--- src/rtl/multicycle_ctrl_if.sv ---
// Control/status bundle between the multicycle controller and its datapath/memories.
// The slave modport is the controller side; the master modport is the datapath side.
interface multicycle_ctrl_if #(
  parameter int CNT_WIDTH = 32
);
  logic [6:0]           opcode;
  logic                 imem_ready;
  logic                 dmem_ready;
  logic                 branch_taken;
  logic                 imem_req;
  logic                 ir_write;
  logic                 pc_write;
  logic [1:0]           pc_src;
  logic                 dmem_read;
  logic                 dmem_write;
  logic                 regwrite;
  logic [1:0]           wb_sel;
  logic [2:0]           state;
  logic                 illegal;
  logic [CNT_WIDTH-1:0] instret;

  modport slave (
    input  opcode, imem_ready, dmem_ready, branch_taken,
    output imem_req, ir_write, pc_write, pc_src, dmem_read, dmem_write,
           regwrite, wb_sel, state, illegal, instret
  );

  modport master (
    output opcode, imem_ready, dmem_ready, branch_taken,
    input  imem_req, ir_write, pc_write, pc_src, dmem_read, dmem_write,
           regwrite, wb_sel, state, illegal, instret
  );
endinterface

--- src/rtl/multicycle_ctrl.sv ---
// Multicycle RV32I-style control FSM: FETCH/DECODE/EXEC/MEM/WB with an illegal-opcode
// trap and a retired-instruction counter.
module multicycle_ctrl #(
  parameter int CNT_WIDTH = 32
) (
  input logic                clk,
  input logic                rst,
  multicycle_ctrl_if.slave   bus
);

  typedef enum logic [2:0] {
    FETCH  = 3'd0,
    DECODE = 3'd1,
    EXEC   = 3'd2,
    MEM    = 3'd3,
    WB     = 3'd4,
    TRAP   = 3'd7
  } state_t;

  localparam logic [6:0] OP_LOAD   = 7'b0000011;
  localparam logic [6:0] OP_STORE  = 7'b0100011;
  localparam logic [6:0] OP_OP     = 7'b0110011;
  localparam logic [6:0] OP_IMM    = 7'b0010011;
  localparam logic [6:0] OP_BRANCH = 7'b1100011;
  localparam logic [6:0] OP_JAL    = 7'b1101111;
  localparam logic [6:0] OP_JALR   = 7'b1100111;
  localparam logic [6:0] OP_LUI    = 7'b0110111;
  localparam logic [6:0] OP_AUIPC  = 7'b0010111;

  localparam logic [1:0] PC_PLUS4  = 2'b00;
  localparam logic [1:0] PC_TARGET = 2'b01;
  localparam logic [1:0] PC_ALU    = 2'b10;

  localparam logic [1:0] WB_ALU    = 2'b00;
  localparam logic [1:0] WB_MEM    = 2'b01;
  localparam logic [1:0] WB_LINK   = 2'b10;

  localparam logic [CNT_WIDTH-1:0] CNT_ONE = {{(CNT_WIDTH-1){1'b0}}, 1'b1};

  state_t               state_q, state_d;
  logic [6:0]           op_q;
  logic [CNT_WIDTH-1:0] instret_q;
  logic                 retire;

  function automatic logic is_legal(input logic [6:0] op);
    case (op)
      OP_LOAD, OP_STORE, OP_OP, OP_IMM, OP_BRANCH,
      OP_JAL, OP_JALR, OP_LUI, OP_AUIPC: is_legal = 1'b1;
      default:                           is_legal = 1'b0;
    endcase
  endfunction

  // NOTE: sequential state uses non-blocking assignments so every register samples
  // pre-edge values; blocking here would create order-dependent simulation races.
  always_ff @(posedge clk or negedge rst) begin
    if (!rst) begin
      state_q   <= FETCH;
      op_q      <= 7'b0000000;
      instret_q <= '0;
    end else begin
      state_q <= state_d;
      if (state_q == DECODE) op_q <= bus.opcode;
      if (retire) instret_q <= instret_q + CNT_ONE;
    end
  end

  // NOTE: every output and next-state value gets a default before the case so that
  // no path leaves a signal unassigned, which would infer a latch.
  always_comb begin
    state_d        = state_q;
    retire         = 1'b0;
    bus.imem_req   = 1'b0;
    bus.ir_write   = 1'b0;
    bus.pc_write   = 1'b0;
    bus.pc_src     = PC_PLUS4;
    bus.dmem_read  = 1'b0;
    bus.dmem_write = 1'b0;
    bus.regwrite   = 1'b0;
    bus.wb_sel     = WB_ALU;
    bus.illegal    = 1'b0;

    case (state_q)
      FETCH: begin
        // Fetch is held off while reset is asserted; it comes up as soon as rst releases.
        bus.imem_req = rst;
        bus.ir_write = rst & bus.imem_ready;
        if (bus.imem_ready) state_d = DECODE;
      end
      DECODE: begin
        state_d = is_legal(bus.opcode) ? EXEC : TRAP;
      end
      EXEC: begin
        case (op_q)
          OP_BRANCH: begin
            bus.pc_write = 1'b1;
            bus.pc_src   = bus.branch_taken ? PC_TARGET : PC_PLUS4;
            retire       = 1'b1;
            state_d      = FETCH;
          end
          OP_LOAD, OP_STORE: state_d = MEM;
          default:           state_d = WB;
        endcase
      end
      MEM: begin
        bus.dmem_read  = (op_q == OP_LOAD);
        bus.dmem_write = (op_q != OP_LOAD);
        if (bus.dmem_ready) begin
          if (op_q == OP_LOAD) begin
            state_d = WB;
          end else begin
            bus.pc_write = 1'b1;
            retire       = 1'b1;
            state_d      = FETCH;
          end
        end
      end
      WB: begin
        bus.regwrite = 1'b1;
        bus.pc_write = 1'b1;
        retire       = 1'b1;
        state_d      = FETCH;
        if (op_q == OP_LOAD) bus.wb_sel = WB_MEM;
        else if (op_q == OP_JAL || op_q == OP_JALR) bus.wb_sel = WB_LINK;
        if (op_q == OP_JAL) bus.pc_src = PC_TARGET;
        else if (op_q == OP_JALR) bus.pc_src = PC_ALU;
      end
      TRAP: begin
        bus.illegal = 1'b1;
      end
      default: state_d = FETCH;
    endcase
  end

  assign bus.state   = state_q;
  assign bus.instret = instret_q;

endmodule

--- src/flat_wrapper.sv ---
// flat-port wrapper written by rule: the top's interface ports become plain ports
module multicycle_ctrl_flat 
#(
  parameter int CNT_WIDTH = 32
)
  (clk, rst, bus_opcode, bus_imem_ready, bus_dmem_ready, bus_branch_taken, bus_imem_req, bus_ir_write, bus_pc_write, bus_pc_src, bus_dmem_read, bus_dmem_write, bus_regwrite, bus_wb_sel, bus_state, bus_illegal, bus_instret);
  multicycle_ctrl_if #(.CNT_WIDTH(CNT_WIDTH)) bus_i ();
  input logic clk;
  input logic rst;
  input wire logic [$bits(bus_i.opcode)-1:0] bus_opcode;
  input wire logic [$bits(bus_i.imem_ready)-1:0] bus_imem_ready;
  input wire logic [$bits(bus_i.dmem_ready)-1:0] bus_dmem_ready;
  input wire logic [$bits(bus_i.branch_taken)-1:0] bus_branch_taken;
  output wire logic [$bits(bus_i.imem_req)-1:0] bus_imem_req;
  output wire logic [$bits(bus_i.ir_write)-1:0] bus_ir_write;
  output wire logic [$bits(bus_i.pc_write)-1:0] bus_pc_write;
  output wire logic [$bits(bus_i.pc_src)-1:0] bus_pc_src;
  output wire logic [$bits(bus_i.dmem_read)-1:0] bus_dmem_read;
  output wire logic [$bits(bus_i.dmem_write)-1:0] bus_dmem_write;
  output wire logic [$bits(bus_i.regwrite)-1:0] bus_regwrite;
  output wire logic [$bits(bus_i.wb_sel)-1:0] bus_wb_sel;
  output wire logic [$bits(bus_i.state)-1:0] bus_state;
  output wire logic [$bits(bus_i.illegal)-1:0] bus_illegal;
  output wire logic [$bits(bus_i.instret)-1:0] bus_instret;
  assign bus_i.opcode = bus_opcode;
  assign bus_i.imem_ready = bus_imem_ready;
  assign bus_i.dmem_ready = bus_dmem_ready;
  assign bus_i.branch_taken = bus_branch_taken;
  assign bus_imem_req = bus_i.imem_req;
  assign bus_ir_write = bus_i.ir_write;
  assign bus_pc_write = bus_i.pc_write;
  assign bus_pc_src = bus_i.pc_src;
  assign bus_dmem_read = bus_i.dmem_read;
  assign bus_dmem_write = bus_i.dmem_write;
  assign bus_regwrite = bus_i.regwrite;
  assign bus_wb_sel = bus_i.wb_sel;
  assign bus_state = bus_i.state;
  assign bus_illegal = bus_i.illegal;
  assign bus_instret = bus_i.instret;
  multicycle_ctrl #(.CNT_WIDTH(CNT_WIDTH)) u_core (.clk(clk), .rst(rst), .bus(bus_i));
endmodule
--- config.mk ---
export PLATFORM = sky130hd
export DESIGN_NAME = multicycle_ctrl_flat
export DESIGN_NICKNAME = d
export VERILOG_FILES = /design/src/rtl/multicycle_ctrl_if.sv /design/src/rtl/multicycle_ctrl.sv /design/src/flat_wrapper.sv
export SDC_FILE = /design/constraint.sdc
export NUM_CORES = 1
export LEC_CHECK = 0
export CAP_MARGIN = 40
export CORE_MARGIN = 5
export CORE_UTILIZATION = 43
export CTS_CLUSTER_SIZE = 40
export DETAILED_ROUTE_END_ITERATION = 16
export GPL_ROUTABILITY_DRIVEN = 1
export GPL_TIMING_DRIVEN = 1
export PLACE_DENSITY = 0.7
export REMOVE_ABC_BUFFERS = 1
export SETUP_SLACK_MARGIN = 0.02
export SLEW_MARGIN = 20
export SYNTH_ARGS = -nofsm -noshare
export SYNTH_HDL_FRONTEND = slang
export SYNTH_SLANG_ARGS = --single-unit
--- constraint.sdc ---
create_clock -name clk -period 2.3 [get_ports clk]
set_input_delay 0.46 -clock clk [delete_from_list [all_inputs] [get_ports clk]]
set_output_delay 0.46 -clock clk [all_outputs]
set_load 0.01 [all_outputs]
Word level (Yosys, flattened, before mapping)
Cells that the tools add are included.
Storage, ports and cells
  bits in latches: 0
  logic and storage cells: 59
  register bits: 42
  output and inout bits: 46
  RAM bits: 0
  bits in read-only memories: 0
  memories: 0
  input port bits: 12
Cells by class
  $add $sub $neg: 1
  reduce and logical (&&, ||, !) cells: 5
  multipliers: 0
  equal/unequal tests: 22
  bitwise operators: 2
  div/mod/pow operators: 0
  $lt $le $gt $ge: 0
  mux-type cells: 26
  shift operators: 0
Operator list (count)
  $eq 7x7->1 const B: 6
  $add 32x1->32 const B: 1
  $eq 7x6->1 const B: 4
  $pmux 3 s5: 1
  $eq 7x2->1 const B: 2
  $eq 7x5->1 const B: 2
  $mux 1: 12
  $mux 2: 6
  $mux 3: 4
  $reduce_or 9->1: 1
  $ne 7x2->1 const B: 1
  $eq 3x2->1 const B: 2
  $eq 3x3->1 const B: 2
  $pmux 3 s2: 1
  $ne 2x2->1 const B: 2
  $pmux 2 s2: 1
  $eq 3x1->1 const B: 1
  $logic_not 3->1: 1
  $pmux 1 s3: 1
  $reduce_and 3->1: 1
  $reduce_or 2->1: 1
  $and 1x1->1: 1
  $logic_or 1x1->1: 1
  $not 1->1: 1

Longest topological paths before layout
  depth in word-level cells: 6
  depth in mapped cells: 9
  gate-level depth less buffers: 7

Least setup slack after synthesis
OpenSTA, ideal clock, no wires.
  path kind: reg-to-output
  start point: register u_core.op_q[3]
  end point: output bus_pc_write
  buffers on the path: 1
  arrival time: 1607 ps
  setup slack: 233 ps
  cell stages (with the launch flop): 6
  data required time: 1840 ps
  cells stage by stage: dfrtp_1 > nand4bb_4 > o41a_4 > nor3_4 > inv_4 > buf_6
Between the ends
  longest elaborated chain between the ends: 4
  elaborated cells between the ends (all ways): 6
  classes of those cells: eq/ne: 2; mux: 4
Ends and longest elaborated chain
  start, declared: line multicycle_ctrl.sv:41  | logic [6:0] op_q;
  start signal, assigned: line multicycle_ctrl.sv:62  | if (state_q == DECODE) op_q <= bus.opcode;
  $eq 7x2->1: line multicycle_ctrl.sv:108  | if (op_q == OP_LOAD) begin
  $mux 1: line multicycle_ctrl.sv:108
  $mux 1: line multicycle_ctrl.sv:107  | if (bus.dmem_ready) begin
  $pmux 1 s3 *: line multicycle_ctrl.sv:82  | case (state_q)
  end, declared: line flat_wrapper.sv:16  | output wire logic [$bits(bus_i.pc_write)-1:0] bus_pc_write;
Every way passes the cells marked *; elsewhere a longest branch is shown, timed or not.

Final worst setup path
Ends and elaborated chain as after synthesis.

==> results.md <==
- # IOs: between 50 and 60
- Setup violators final: 0
- Depth of the CTS H-tree: 2
- GRT Util Overall: 17.2%
- CTS sink cnt: 42
- DP Wirelength: ~3800 um
- Post-DRT Antenna Nets: 0
- CP Class: flip-flop to primary output
- Die height: 81.7 um
- Yosys cell types: 46
- Largest net degree at the start of global routing: 43
- Final Skew: between 0.009 and 0.01 ns
- CP Launch Type: flip-flop
- Area Overhead vs Synth: 46.6%
- Fraction of layout instances using a drive strength above 1: about 26%
- Vias in the first global route: approximately 1900
- First-pass GRT wire length: 8820 um
- Crit path required time: 1.84 ns
- Leakage: 0.00149 uW
- Pwr dens: 858 nW/um^2
- 1st-pass router iterations: 4
- Routed wire length: 5340 um
- Clock buffer depth: 2
- Clock root buffer: clkbuf_8
- Achievable Freq: ~0.44 GHz
- Worst min path class: primary input to async pin
- Initial antenna violation count: 0
- Async S/R FF share, synth: 100%
- Die ar.: between 6000 and 7000 um^2
- Synth Area per Inst: ~11 um^2
- Critical Path AT: 1.79 ns
- Rel. slew slack: 61.0%
- Initial core utilization: 43.9%
- GRT overflow: 0
- Final count of hold timing violations: 0
- Peak VDD IR: 636 uV
- Drt drc: 0
- Ys Warns: 0
- Seq cells post-synth: 42
- Nets: 306
- CTS tree: yes
- Clock slew at reported path FFs: 0.09 ns
- Diode count: 0
- Period Utilization, post-route: a little over nine tenths
- Final setup TNS: 0 ns
- Syn Inst Count: slightly above 200
- Max Cap Viol: 0
- Fin. max-slew vios: 0
- EDFF count, synth: 0
- Tmin final: 2.25 ns
- Via Count: 1878
- CTS Hold Buffers Added: 0
- Post-route insts no fill: 364
- Die width: just over 80 um
- CP endpoint kind: primary output
- Status: finished, final reports clean
- Worst-margin pin slew: 0.580 ns
- Final Wtd Congestion: 0.790
- Syn Std Cell Area: 2210 um^2
- Vias per Instance: just over 5
- Synth Flop Type: dfrtp_1
- FP Rows: 26
- Initial DRC Count: 92
- CTS buffer count: 5
- Clk Latency, worst-skew pair: 0.30 ns
- Seq/Total Area, Yosys: 47.5%
- RSZ-0062 raised after global routing: yes
- Avg WL per Cell: around 15 um
- Port Buffers: 57
- Placed cell count: 350
- Core Region: 5040 um^2
- CP max FO: 3
area by class of cell:
type / count / area, um^2
well taps: 70 / 87.6
inverters: 9 / 36.3
clock buffers: 5 / 68.8
flip-flops and latches: 42 / 1050
fillers: 417 / 1800
multi-input cells: 149 / 1170
clock inverters: 3 / 40.0
repair buffers: 86 / 785
critical path, cell delays in order (launching register included):
cell,delay (ns)
dfrtp_1,0.39
nand4bb_4,0.25
o41a_4,0.47
nor3_4,0.22
inv_4,0.05
buf_6,0.12
cell usage in the layout, fill, tap and decap left out, types with 2 or more instances in the layout:
cell,instances
clkbuf_2,2
dfrtp_1,40
nor2_1,14
dlygate4sd2_1,2
xnor2_1,17
nand2_1,17
clkinv_2,2
clkdlybuf4s50_1,47
xor2_1,14
and4_1,2
buf_4,28
inv_1,7
nor3_4,2
dfrtp_2,2
nor4_1,3
nor3_2,3
clkbuf_8,5
o21ai_0,4
nor4_4,2
o22ai_1,2
nand3_1,10
nor2b_1,3
dlymetal6s2s_1,2
nand4_1,5
nand2b_1,3
nor3_1,8
nand4_2,3
buf_2,2
and3_1,6
nand3_2,3
mux2_2,7
cells in the mapped netlist (2+ instances only):
library cell	count	area [um^2]
and3_1	6	37.5
and4_1	2	17.5
o22ai_1	2	12.5
nand3_1	11	55.1
nand2b_1	3	18.8
nand3_2	3	30.0
nor4_1	4	25.0
xor2_1	14	123
nor2_1	15	56.3
dfrtp_1	42	1050
nand4_1	5	31.3
mux2_2	7	78.8
xnor2_1	17	149
nor2b_1	3	18.8
inv_1	8	30.0
o21ai_0	4	20.0
nand4_2	3	37.5
nor3_1	11	55.1
nand2_1	17	63.8
clkbuf_1	2	7.51
layer usage:
| layer | GRT usage (%) | share of wire, % | up-vias |
|---|---|---|---|
| met5 | 0 | 0 | - |
| met4 | 5.48 | 1.2 | 0 |
| met3 | 4.93 | 6.4 | 8 |
| met2 | 28.5 | 49 | 50 |
| met1 | 21.5 | 43 | 914 |
| li1 | - | - | 906 |
cell families (layout without fill, tap and decap cells):
logic type                 count (synthesis)  after routing  share of synthesized area, %
xor gates and xnor gates                  31             31                          12.3
buffers and inverters                     14            103                          2.88
AOI/OAI and AO/OA                         16             16                          6.84
and+or+nand+nor                           94             94                          26.4
muxes                                      7              7                          3.56
DFF                                       42             42                          47.5
adders and majority gates                  1              1                         0.565
registers in the layout, indices dropped and copies added, names as in the netlist:
| signal | flops |
|---|---|
| u_core.bus.instret | 32 |
| u_core.op_q | 7 |
| u_core.bus.state | 3 |
final timing paths:
path / end / start / cells after the start / slack [ns]
hold / removal: u_core.bus.state[2] / rst / 2 / 0.25
hold reg to reg: u_core.bus.instret[31] / u_core.bus.instret[31] / 1 / 0.47
max in group asynchronous: u_core.bus.state[0] / rst / 2 / 1.67
setup / recovery: bus_pc_write / u_core.op_q[3] / 5 / 0.05
setup reg to reg: u_core.bus.instret[28] / u_core.op_q[3] / 9 / 0.14
min in group clk: u_core.bus.instret[31] / u_core.bus.instret[31] / 1 / 0.47
report_power, final:
group / internal, uW / switching [uW]
clock network: 320 / 267
registers: 865 / 166
logic: 611 / 556
total: 1800 / 990
timing repair:
action / in CTS / in global routing
gates cloned: 0 / 0
setup endpoints to repair: 10 / 9
setup buffers: 5 / 1
pin swaps: 4 / 3
gates resized for setup: 22 / 17
metrics by stage:
stage | setup slack (ns) | power (uW) | hold slack [ns] | area (um^2) | util (%)
after floorplan | 0.280 | 1570 | 0.164 | 2190 | -
after global placement | -0.126 | 2070 | 0.455 | 3020 | 60.0
after detailed placement | -0.116 | 2070 | 0.458 | 3020 | 60.0
after CTS | -0.00222 | 2730 | 0.273 | 3200 | 63.5
after global routing | -0.0121 | 2940 | 0.301 | 3250 | 64.4
final | 0.0514 | 2790 | 0.254 | 3250 | 64.4
Power figures use the tool's default switching activity.
